--- config.mk ---
export PLATFORM = sky130hd
export DESIGN_NAME = booth_mult_8bit_flat
export DESIGN_NICKNAME = d
export VERILOG_FILES = /design/src/rtl/booth_mult_8bit_if.sv /design/src/rtl/booth_mult_8bit.sv /design/src/flat_wrapper.sv
export SDC_FILE = /design/constraint.sdc
export NUM_CORES = 1
export LEC_CHECK = 0
export BUFFER_PORTS_ARGS = -buffer_cell sky130_fd_sc_hd__buf_2
export CORE_MARGIN = 2
export CORE_UTILIZATION = 60
export CTS_CLUSTER_SIZE = 14
export DETAILED_ROUTE_END_ITERATION = 12
export PLACE_DENSITY = 0.84
export REMOVE_ABC_BUFFERS = 1
export SKIP_CTS_REPAIR_TIMING = 1
export SLEW_MARGIN = 20
export SYNTH_ARGS = -nofsm -noshare
export SYNTH_HDL_FRONTEND = slang
export SYNTH_SLANG_ARGS = --single-unit
--- constraint.sdc ---
create_clock -name clk -period 3.9 [get_ports clk]
set_input_delay 0.195 -clock clk [delete_from_list [all_inputs] [get_ports clk]]
set_output_delay 0.195 -clock clk [all_outputs]
set_load 0.005 [all_outputs]
--- src/rtl/booth_mult_8bit_if.sv ---
// Operand/result bundle between the operand registers, the Booth multiplier and the result bus.
// The master supplies the operands and start; the slave returns busy, the done pulse and the product.
interface booth_mult_8bit_if;
  logic        start;
  logic [7:0]  multiplicand;
  logic [7:0]  multiplier;
  logic        busy;
  logic        done;
  logic [15:0] product;

  modport master (
    output start,
    output multiplicand,
    output multiplier,
    input  busy,
    input  done,
    input  product
  );

  modport slave (
    input  start,
    input  multiplicand,
    input  multiplier,
    output busy,
    output done,
    output product
  );
endinterface

--- src/rtl/booth_mult_8bit.sv ---
// Sequential 8x8 signed radix-2 Booth multiplier, one multiplier bit per cycle, 16-bit product.
// The CLA_8bit adder/subtractor beside it performs every add/subtract step.
module booth_mult_8bit (
  input  logic             clk,
  input  logic             rst_n,
  booth_mult_8bit_if.slave bus
);
  localparam logic [1:0] ST_IDLE = 2'd0;
  localparam logic [1:0] ST_CALC = 2'd1;
  localparam logic [1:0] ST_DONE = 2'd2;

  logic [1:0]  state_q, state_d;
  logic [7:0]  mr_q, mr_d;
  logic [7:0]  a_q, a_d;
  logic [7:0]  qr_q, qr_d;
  logic        q1_q, q1_d;
  logic [2:0]  cnt_q, cnt_d;
  logic [15:0] product_q, product_d;
  logic        busy_q, busy_d;
  logic        done_q, done_d;

  logic        add_ctrl;
  logic        do_arith;
  logic [7:0]  cla_sum;
  logic        cla_v;
  logic        cla_cout_unused;
  logic [7:0]  step_val;
  logic        step_sign;
  logic [7:0]  a_step;
  logic [7:0]  qr_step;
  logic        accept;

  // Booth pair {Qr[0], q_1}: 01 adds M, 10 subtracts M, 00/11 just shift.
  assign do_arith = qr_q[0] ^ q1_q;
  assign add_ctrl = ~qr_q[0] & q1_q;

  CLA_8bit u_cla (
    .A        (a_q),
    .B        (mr_q),
    .Add_ctrl (add_ctrl),
    .SUM      (cla_sum),
    .C_out    (cla_cout_unused),
    .v        (cla_v)
  );

  // SUM[7]^v recovers the true 9-bit sign when the 8-bit result overflows (e.g. M = -128).
  assign step_val  = do_arith ? cla_sum : a_q;
  assign step_sign = do_arith ? (cla_sum[7] ^ cla_v) : a_q[7];
  assign a_step    = {step_sign, step_val[7:1]};
  assign qr_step   = {step_val[0], qr_q[7:1]};

  assign accept = bus.start && ((state_q == ST_IDLE) || (state_q == ST_DONE));

  always_comb begin
    state_d   = state_q;
    mr_d      = mr_q;
    a_d       = a_q;
    qr_d      = qr_q;
    q1_d      = q1_q;
    cnt_d     = cnt_q;
    product_d = product_q;
    case (state_q)
      ST_IDLE, ST_DONE: begin
        state_d = ST_IDLE;
        if (accept) begin
          state_d = ST_CALC;
          mr_d    = bus.multiplicand;
          qr_d    = bus.multiplier;
          a_d     = 8'h00;
          q1_d    = 1'b0;
          cnt_d   = 3'd0;
        end
      end
      ST_CALC: begin
        a_d   = a_step;
        qr_d  = qr_step;
        q1_d  = qr_q[0];
        cnt_d = cnt_q + 3'd1;
        if (cnt_q == 3'd7) begin
          state_d   = ST_DONE;
          product_d = {a_step, qr_step};
        end
      end
      default: state_d = ST_IDLE;
    endcase
    busy_d = (state_d == ST_CALC);
    done_d = (state_d == ST_DONE);
  end

  always_ff @(posedge clk or negedge rst_n) begin
    if (!rst_n) begin
      state_q   <= ST_IDLE;
      mr_q      <= 8'h00;
      a_q       <= 8'h00;
      qr_q      <= 8'h00;
      q1_q      <= 1'b0;
      cnt_q     <= 3'd0;
      product_q <= 16'h0000;
      busy_q    <= 1'b0;
      done_q    <= 1'b0;
    end else begin
      state_q   <= state_d;
      mr_q      <= mr_d;
      a_q       <= a_d;
      qr_q      <= qr_d;
      q1_q      <= q1_d;
      cnt_q     <= cnt_d;
      product_q <= product_d;
      busy_q    <= busy_d;
      done_q    <= done_d;
    end
  end

  assign bus.busy    = busy_q;
  assign bus.done    = done_q;
  assign bus.product = product_q;
endmodule

// 8-bit carry-lookahead adder/subtractor: Add_ctrl=1 gives A+B, Add_ctrl=0 gives A-B.
// v flags signed overflow (carry into bit 7 differs from carry out).
module CLA_8bit (
  input  logic [7:0] A,
  input  logic [7:0] B,
  input  logic       Add_ctrl,
  output logic [7:0] SUM,
  output logic       C_out,
  output logic       v
);
  logic [7:0] b_eff;
  logic [7:0] g;
  logic [7:0] p;
  logic [8:0] c;
  logic       cin;

  assign b_eff = B ^ {8{~Add_ctrl}};
  assign cin   = ~Add_ctrl;
  assign c[0]  = cin;

  genvar gi;
  generate
    for (gi = 0; gi < 8; gi++) begin : g_bit
      assign g[gi]   = A[gi] & b_eff[gi];
      assign p[gi]   = A[gi] ^ b_eff[gi];
      assign SUM[gi] = p[gi] ^ c[gi];
    end

    // Each carry is a flat sum-of-products over g/p and cin, no ripple chain.
    for (gi = 1; gi <= 8; gi++) begin : g_carry
      logic carry;
      always_comb begin
        logic acc;
        logic prop;
        acc  = g[gi-1];
        prop = p[gi-1];
        for (int j = gi - 2; j >= 0; j--) begin
          acc  = acc | (prop & g[j]);
          prop = prop & p[j];
        end
        carry = acc | (prop & cin);
      end
      assign c[gi] = carry;
    end
  endgenerate

  assign C_out = c[8];
  assign v     = c[8] ^ c[7];
endmodule

--- src/flat_wrapper.sv ---
// flat-port wrapper written by rule: the top's interface ports become plain ports
module booth_mult_8bit_flat 
  (clk, rst_n, bus_start, bus_multiplicand, bus_multiplier, bus_busy, bus_done, bus_product);
  booth_mult_8bit_if bus_i ();
  input  logic clk;
  input  logic rst_n;
  input wire logic [$bits(bus_i.start)-1:0] bus_start;
  input wire logic [$bits(bus_i.multiplicand)-1:0] bus_multiplicand;
  input wire logic [$bits(bus_i.multiplier)-1:0] bus_multiplier;
  output wire logic [$bits(bus_i.busy)-1:0] bus_busy;
  output wire logic [$bits(bus_i.done)-1:0] bus_done;
  output wire logic [$bits(bus_i.product)-1:0] bus_product;
  assign bus_i.start = bus_start;
  assign bus_i.multiplicand = bus_multiplicand;
  assign bus_i.multiplier = bus_multiplier;
  assign bus_busy = bus_i.busy;
  assign bus_done = bus_i.done;
  assign bus_product = bus_i.product;
  booth_mult_8bit u_core (.clk(clk), .rst_n(rst_n), .bus(bus_i));
endmodule
; ---- Yosys cells after proc, flatten, opt, wreduce, memory -nomap -nowiden
; Index checks and enable logic that the tools add are counted.
; Widths: inputs -> output; s select.
[word_totals]
reg_bits = 48
latchBits = 0
ramBits = 0
mem_bits_ro = 0
out_inout_bits = 18
elab_cells = 168
mem_count = 0
[classes]
addsub = 1
n_mul = 0
div_mod_pow = 0
order_cmp = 0
eq_ne = 6
shift = 0
muxes = 13
n_bitwise = 131
reduce_logical = 8
[op_table]
columns = cell, count
row1 = $and 1x1->1, 73
row2 = $or 1x1->1, 36
row3 = $pmux 8 s2, 2
row4 = $mux 8, 3
row5 = $xor 1x1->1, 19
row6 = $xor 8x8->8, 1
row7 = $pmux 3 s2, 1
row8 = $reduce_and 2->1, 3
row9 = $eq 2x1->1 const B, 2
row10 = $eq 2x2->1 const B, 2
row11 = $pmux 2 s2, 1
row12 = $add 3x1->3 const B, 1
row13 = $eq 3x3->1 const B, 1
row14 = $mux 1, 3
row15 = $mux 3, 1
row16 = $logic_not 2->1, 1
row17 = $mux 2, 1
row18 = $ne 2x1->1 const B, 1
row19 = $not 1->1, 2
row20 = $pmux 1 s2, 1
row21 = $reduce_bool 2->1, 1
row22 = $reduce_or 2->1, 1
row23 = $logic_and 1x1->1, 1
row24 = $logic_or 1x1->1, 1

; ---- Logic depth before layout (Yosys ltp)
[logic_depth]
ltp_word = 18
mapped_depth = 11
mapped_depth_nobuf = 9

; ---- Hierarchy
; Synthesis repeated with hierarchy kept, for this count alone.
[hier_totals]
hier_cells = 223
hier_area_um2 = 2404.8
[by_module_without_submodules]
columns = mod, instances, cells_per_inst, area_per_inst_um2, seq_area_each_um2
row1 = booth_mult_8bit, 1, 177, 2019.4, 1201.2
row2 = CLA_8bit, 1, 46, 385.4, 0.0

; ---- Worst setup path before layout
; Ideal clock, no wire load.
[synth_timing]
kind = reg2reg
start = register u_core.q1_q
end = register u_core.a_q[6]
setup_time_ns = 0.141
t_arrival_ns = 2.051
t_required_ns = 3.759
setup_slack_ns = 1.708
path_stages_with_launch = 10
n_path_buf = 1
period_less_slack_ns = 2.192
cell_sequence = dfrtp_1 ha_1 buf_6 xnor2_1 ha_1 a21oi_1 o211ai_1 or2_2 o221ai_1 a31oi_1
[synth_via]
elab_chain_len = 15
[synth_lines]
columns = item, line_no
row1 = from (decl), booth_mult_8bit.sv:16  ; logic q1_q, q1_d;
row2 = from (signal assigned), booth_mult_8bit.sv:106  ; q1_q <= q1_d;
row3 = $and 1x1->1, booth_mult_8bit.sv:35  ; assign add_ctrl = ~qr_q[0] & q1_q;
row4 = $not 1->1, "booth_mult_8bit.sv:135, booth_mult_8bit.sv:136"
row5 = $xor 8x8->8, booth_mult_8bit.sv:135  ; assign b_eff = B ^ {8{~Add_ctrl}};
row6 = $xor 1x1->1 or $and 1x1->1 (tied branches), "booth_mult_8bit.sv:143, booth_mult_8bit.sv:142"
row7 = "$and 1x1->1, on equally long branches", "booth_mult_8bit.sv:156, booth_mult_8bit.sv:157"
row8 = $or 1x1->1 (tied with other cells) (5 in series), booth_mult_8bit.sv:156  ; acc = acc | (prop & g[j]);
row9 = $or 1x1->1 or $and 1x1->1 (tied branches), "booth_mult_8bit.sv:156, booth_mult_8bit.sv:159"
row10 = $or 1x1->1, booth_mult_8bit.sv:159  ; carry = acc | (prop & cin);
row11 = $xor 1x1->1, booth_mult_8bit.sv:144  ; assign SUM[gi] = p[gi] ^ c[gi];
row12 = $mux 8 (*), booth_mult_8bit.sv:47  ; assign step_val = do_arith ? cla_sum : a_q;
row13 = $pmux 8 s2 (*), booth_mult_8bit.sv:62  ; case (state_q)
row14 = to (signal assigned), booth_mult_8bit.sv:94  ; a_q <= 8'h00;
row15 = to (signal assigned), booth_mult_8bit.sv:104  ; a_q <= a_d;
row16 = to (decl), booth_mult_8bit.sv:14  ; logic [7:0] a_q, a_d;
; Mark *: on every way between the ends. The rest lies on a longest branch, timed or not.
; A chain may end at the register's enable or synchronous reset.

; ---- Worst setup path after layout
[layout_timing]
start = register u_core.qr_q[0]
end = register u_core.product_q[14], in the netlist u_core.bus.product[14]
[layout_via]
elab_chain_len = 15
[layout_lines]
columns = item, line_no
row1 = from (decl), booth_mult_8bit.sv:15  ; logic [7:0] qr_q, qr_d;
row2 = from (signal assigned), booth_mult_8bit.sv:105  ; qr_q <= qr_d;
row3 = $not 1->1, booth_mult_8bit.sv:35
row4 = $and 1x1->1, booth_mult_8bit.sv:35
row5 = $not 1->1, "booth_mult_8bit.sv:135, booth_mult_8bit.sv:136"
row6 = $xor 8x8->8, booth_mult_8bit.sv:135
row7 = $xor 1x1->1 or $and 1x1->1 (tied branches), "booth_mult_8bit.sv:143, booth_mult_8bit.sv:142"
row8 = "$and 1x1->1, on equally long branches", "booth_mult_8bit.sv:156, booth_mult_8bit.sv:157"
row9 = $or 1x1->1 (tied with other cells) (5 in series), booth_mult_8bit.sv:156
row10 = $or 1x1->1 or $and 1x1->1 (tied branches), "booth_mult_8bit.sv:156, booth_mult_8bit.sv:159"
row11 = $or 1x1->1, booth_mult_8bit.sv:159
row12 = $xor 1x1->1, booth_mult_8bit.sv:144
row13 = $mux 8 (*), booth_mult_8bit.sv:47
row14 = to (signal assigned), booth_mult_8bit.sv:108  ; product_q <= product_d;
row15 = to (decl), booth_mult_8bit.sv:18  ; logic [15:0] product_q, product_d;
; Marks and branches as above.

==> metrics.txt <==
setup_tns=0 ns; First DRT Iteration DRCs=120; Final Hold Fails=0; n_diodes=0; number of global-route vias before repair=1,855; Slowest cell on crit path=ha_1; DR vias=about 1,800; GRT overflow=0; H-tree lvl count=2; Avg Cell Area, Syn=just over 10 um2; Max Cap Viol=0; row count=23; Async S/R FF share, synth=100.0%; final core occ=68.87%; worst r2r path cells=9; TritonCTS clock tree=yes; Final min period=2.633 ns; Post-synth EDFFs=0; Synth top cells by count=dfrtp_1 (48), nand2_1 (46), o21ai_0 (23); Synth Register Bits=48; reg2reg end=u_core.bus.product[14]$_DFFE_PN0P_; reg2reg setup slack=1.27 ns; share of cells above drive strength 1=22.43%; cell count after placement=314; headroom to the max-slew limit=54.91%; HP Class=input port to flop; status=finished clean; reg2reg start=u_core.qr_q[0]$_DFFE_PN0P_; sequential share of the synthesized area=49.56%; Post-layout nets=302; CP top delay family=adder cells; yosys warns=0; Crit path top cell by count=ha_1; beginning of the worst hold path=bus_multiplicand[6]; Vias/cell=5.727; Placer Congestion=0.8871; worst skew pair latency=0.29 ns; non-filler cells in the finished layout=322; Routed WL=4908 um; RSZ-0062 raised after global routing=no; pin count of the biggest net entering global routing=49; Cell variety after synth=just over 40; FMAX=roughly 0.38 GHz; CP max stage delay=0.47 ns; CTS max path bufs=2; type of the worst setup path=flop to flop; Buffers on Ports=36; Power Density=996.9 nW/um2; Critical Path Fanout Max=10; GRT Overall Usage=about a quarter; CP Capture Type=flop; crit path DAT=about 2.8 ns; Worst Clk Skew=0.01130 ns; top-area cell type share of the netlist area=49.56%; WL per Instance=15.24 um; largest cells by area after synthesis=dfrtp_1 (50%), nand2_1 (7.1%), ha_1 (5.7%); initial antenna violation count=0; Die Y=67.56 um; CTS Sinks=48; Starting Density=61.47%; Die W=just under 70 um; leading area contributor after synthesis=dfrtp_1; Area Overhead vs Synth=12.03%; clock root buffer=clkbuf_8; first-pass GRT wire length=8231 um; cell with the most instances after synthesis=dfrtp_1; 1st-pass router iterations=4; clock buffers created by TritonCTS=5; CP cell instances=inv_1 > ha_1 > xnor2_1 > ha_1 > a21oi_1 > o211ai_1 > or2_2 > o221ai_1 > a31oi_1; critical path startpoint category=flop; Max VDD drop=roughly 0.00065 V; hpwl dp=3312 um; hold-critical path depth=2; CP bufs+invs=1; ys flop type=dfrtp_1; leakage power=1.326 nW; final max-slew violation count=0; Cell Area, Synth=2424 um2; CTS clock-pin slew for the worst setup and hold paths=0.09 ns; worst-margin pin slew=0.6764 ns; Req. time, crit path=just over 4 ns; die area=4564 um2; core box area=3943 um2; Cells after Synth=239; Post-DRT Antenna Nets=0; DRC viols=0; WHS Endpoint=u_core.mr_q[6]$_DFFE_PN0P_; final setup fails=0; crit share post-route=67.52%; io pins=37
-- cell families after synthesis --
kind of cell             after synthesis  share of synthesized area [%]
adder cells (fa/ha/maj)               11                          5.679
AND/OR/NAND/NOR                       70                          12.96
multiplexers                          17                          7.486
XOR/XNOR                              12                          4.337
AO/OA/AOI/OAI                         61                          16.26
flip-flops                            48                          49.56
buffers and inverters                 20                          3.717
-- metrics by stage --
stage               setup slack, ns  area (um2)  total power [W]  hold slack, ns
global route                  1.082        2715         0.002958          0.1199
global placement              1.383        2621         0.002347          0.4271
CTS                           1.259        2703         0.002710          0.1215
floorplan                     1.247        2356         0.002013         -0.1006
detailed placement            1.307        2621         0.002412          0.4321
finish                        1.267        2715         0.002707          0.1279
-- worst max path at each step --
stage	cells after the start	endpoint	start	slack [ns]
global placement	9	u_core.bus.product[14]$_DFFE_PN0P_	u_core.qr_q[0]$_DFFE_PN0P_	1.38
CTS	9	u_core.bus.product[14]$_DFFE_PN0P_	u_core.qr_q[0]$_DFFE_PN0P_	1.26
floorplan	4	u_core.bus.product[8]$_DFFE_PN0P_	u_core.state_q[1]$_DFF_PN0_	1.25
detailed placement	9	u_core.bus.product[14]$_DFFE_PN0P_	u_core.qr_q[0]$_DFFE_PN0P_	1.31
global route	9	u_core.bus.product[15]$_DFFE_PN0P_	u_core.qr_q[0]$_DFFE_PN0P_	1.08
finish	9	u_core.bus.product[14]$_DFFE_PN0P_	u_core.qr_q[0]$_DFFE_PN0P_	1.27
-- final cells by class --
class	count	area, um2
fillers	302	1227
flip-flops and latches	48	1201
multi-input cells	171	1132
repair buffers	40	215.2
clock buffers	5	68.82
well taps	50	62.56
inverters	6	22.52
clock inverters	2	12.51
-- placed cells by master, fill, tap and decap left out, drive strengths merged, types with 2 or more instances in the layout --
master	n
mux2	9
buf	39
o31ai	3
xnor2	11
a32oi	2
a31oi	3
a211oi	2
a21oi	10
or2	2
nand2	46
o211ai	2
o21a	2
a21o	3
nand3	7
clkbuf	5
nor2b	2
nand2b	5
and3	2
ha	11
mux2i	8
nor2	3
o31a	2
inv	6
dfrtp	48
a22o	3
o21ai	24
-- power breakdown --
group | internal [W] | switching (W) | total [W]
registers | 0.000735 | 0.000153 | 0.000888
logic | 0.000675 | 0.000862 | 0.00154
clock network | 0.000122 | 0.000160 | 0.000282
-- metal layers --
layer  track usage (%)  vias up  share of wire [%]
li1                  -      901                  -
met1             30.26      884                 44
met2             41.05       52                 51
met3             3.500        7                4.0
met4             9.184        0                1.4
met5                 0        -                  0
-- state kept, by name, summed over array words and instances (netlist names) --
signal and flops:
u_core.a_q 8, u_core.bus.busy 1, u_core.bus.done 1, u_core.bus.product 16, u_core.cnt_q 3, u_core.mr_q 8, u_core.q1_q 1, u_core.qr_q 8
u_core.state_q 2
No activity file was read; power rests on OpenSTA's default activity.
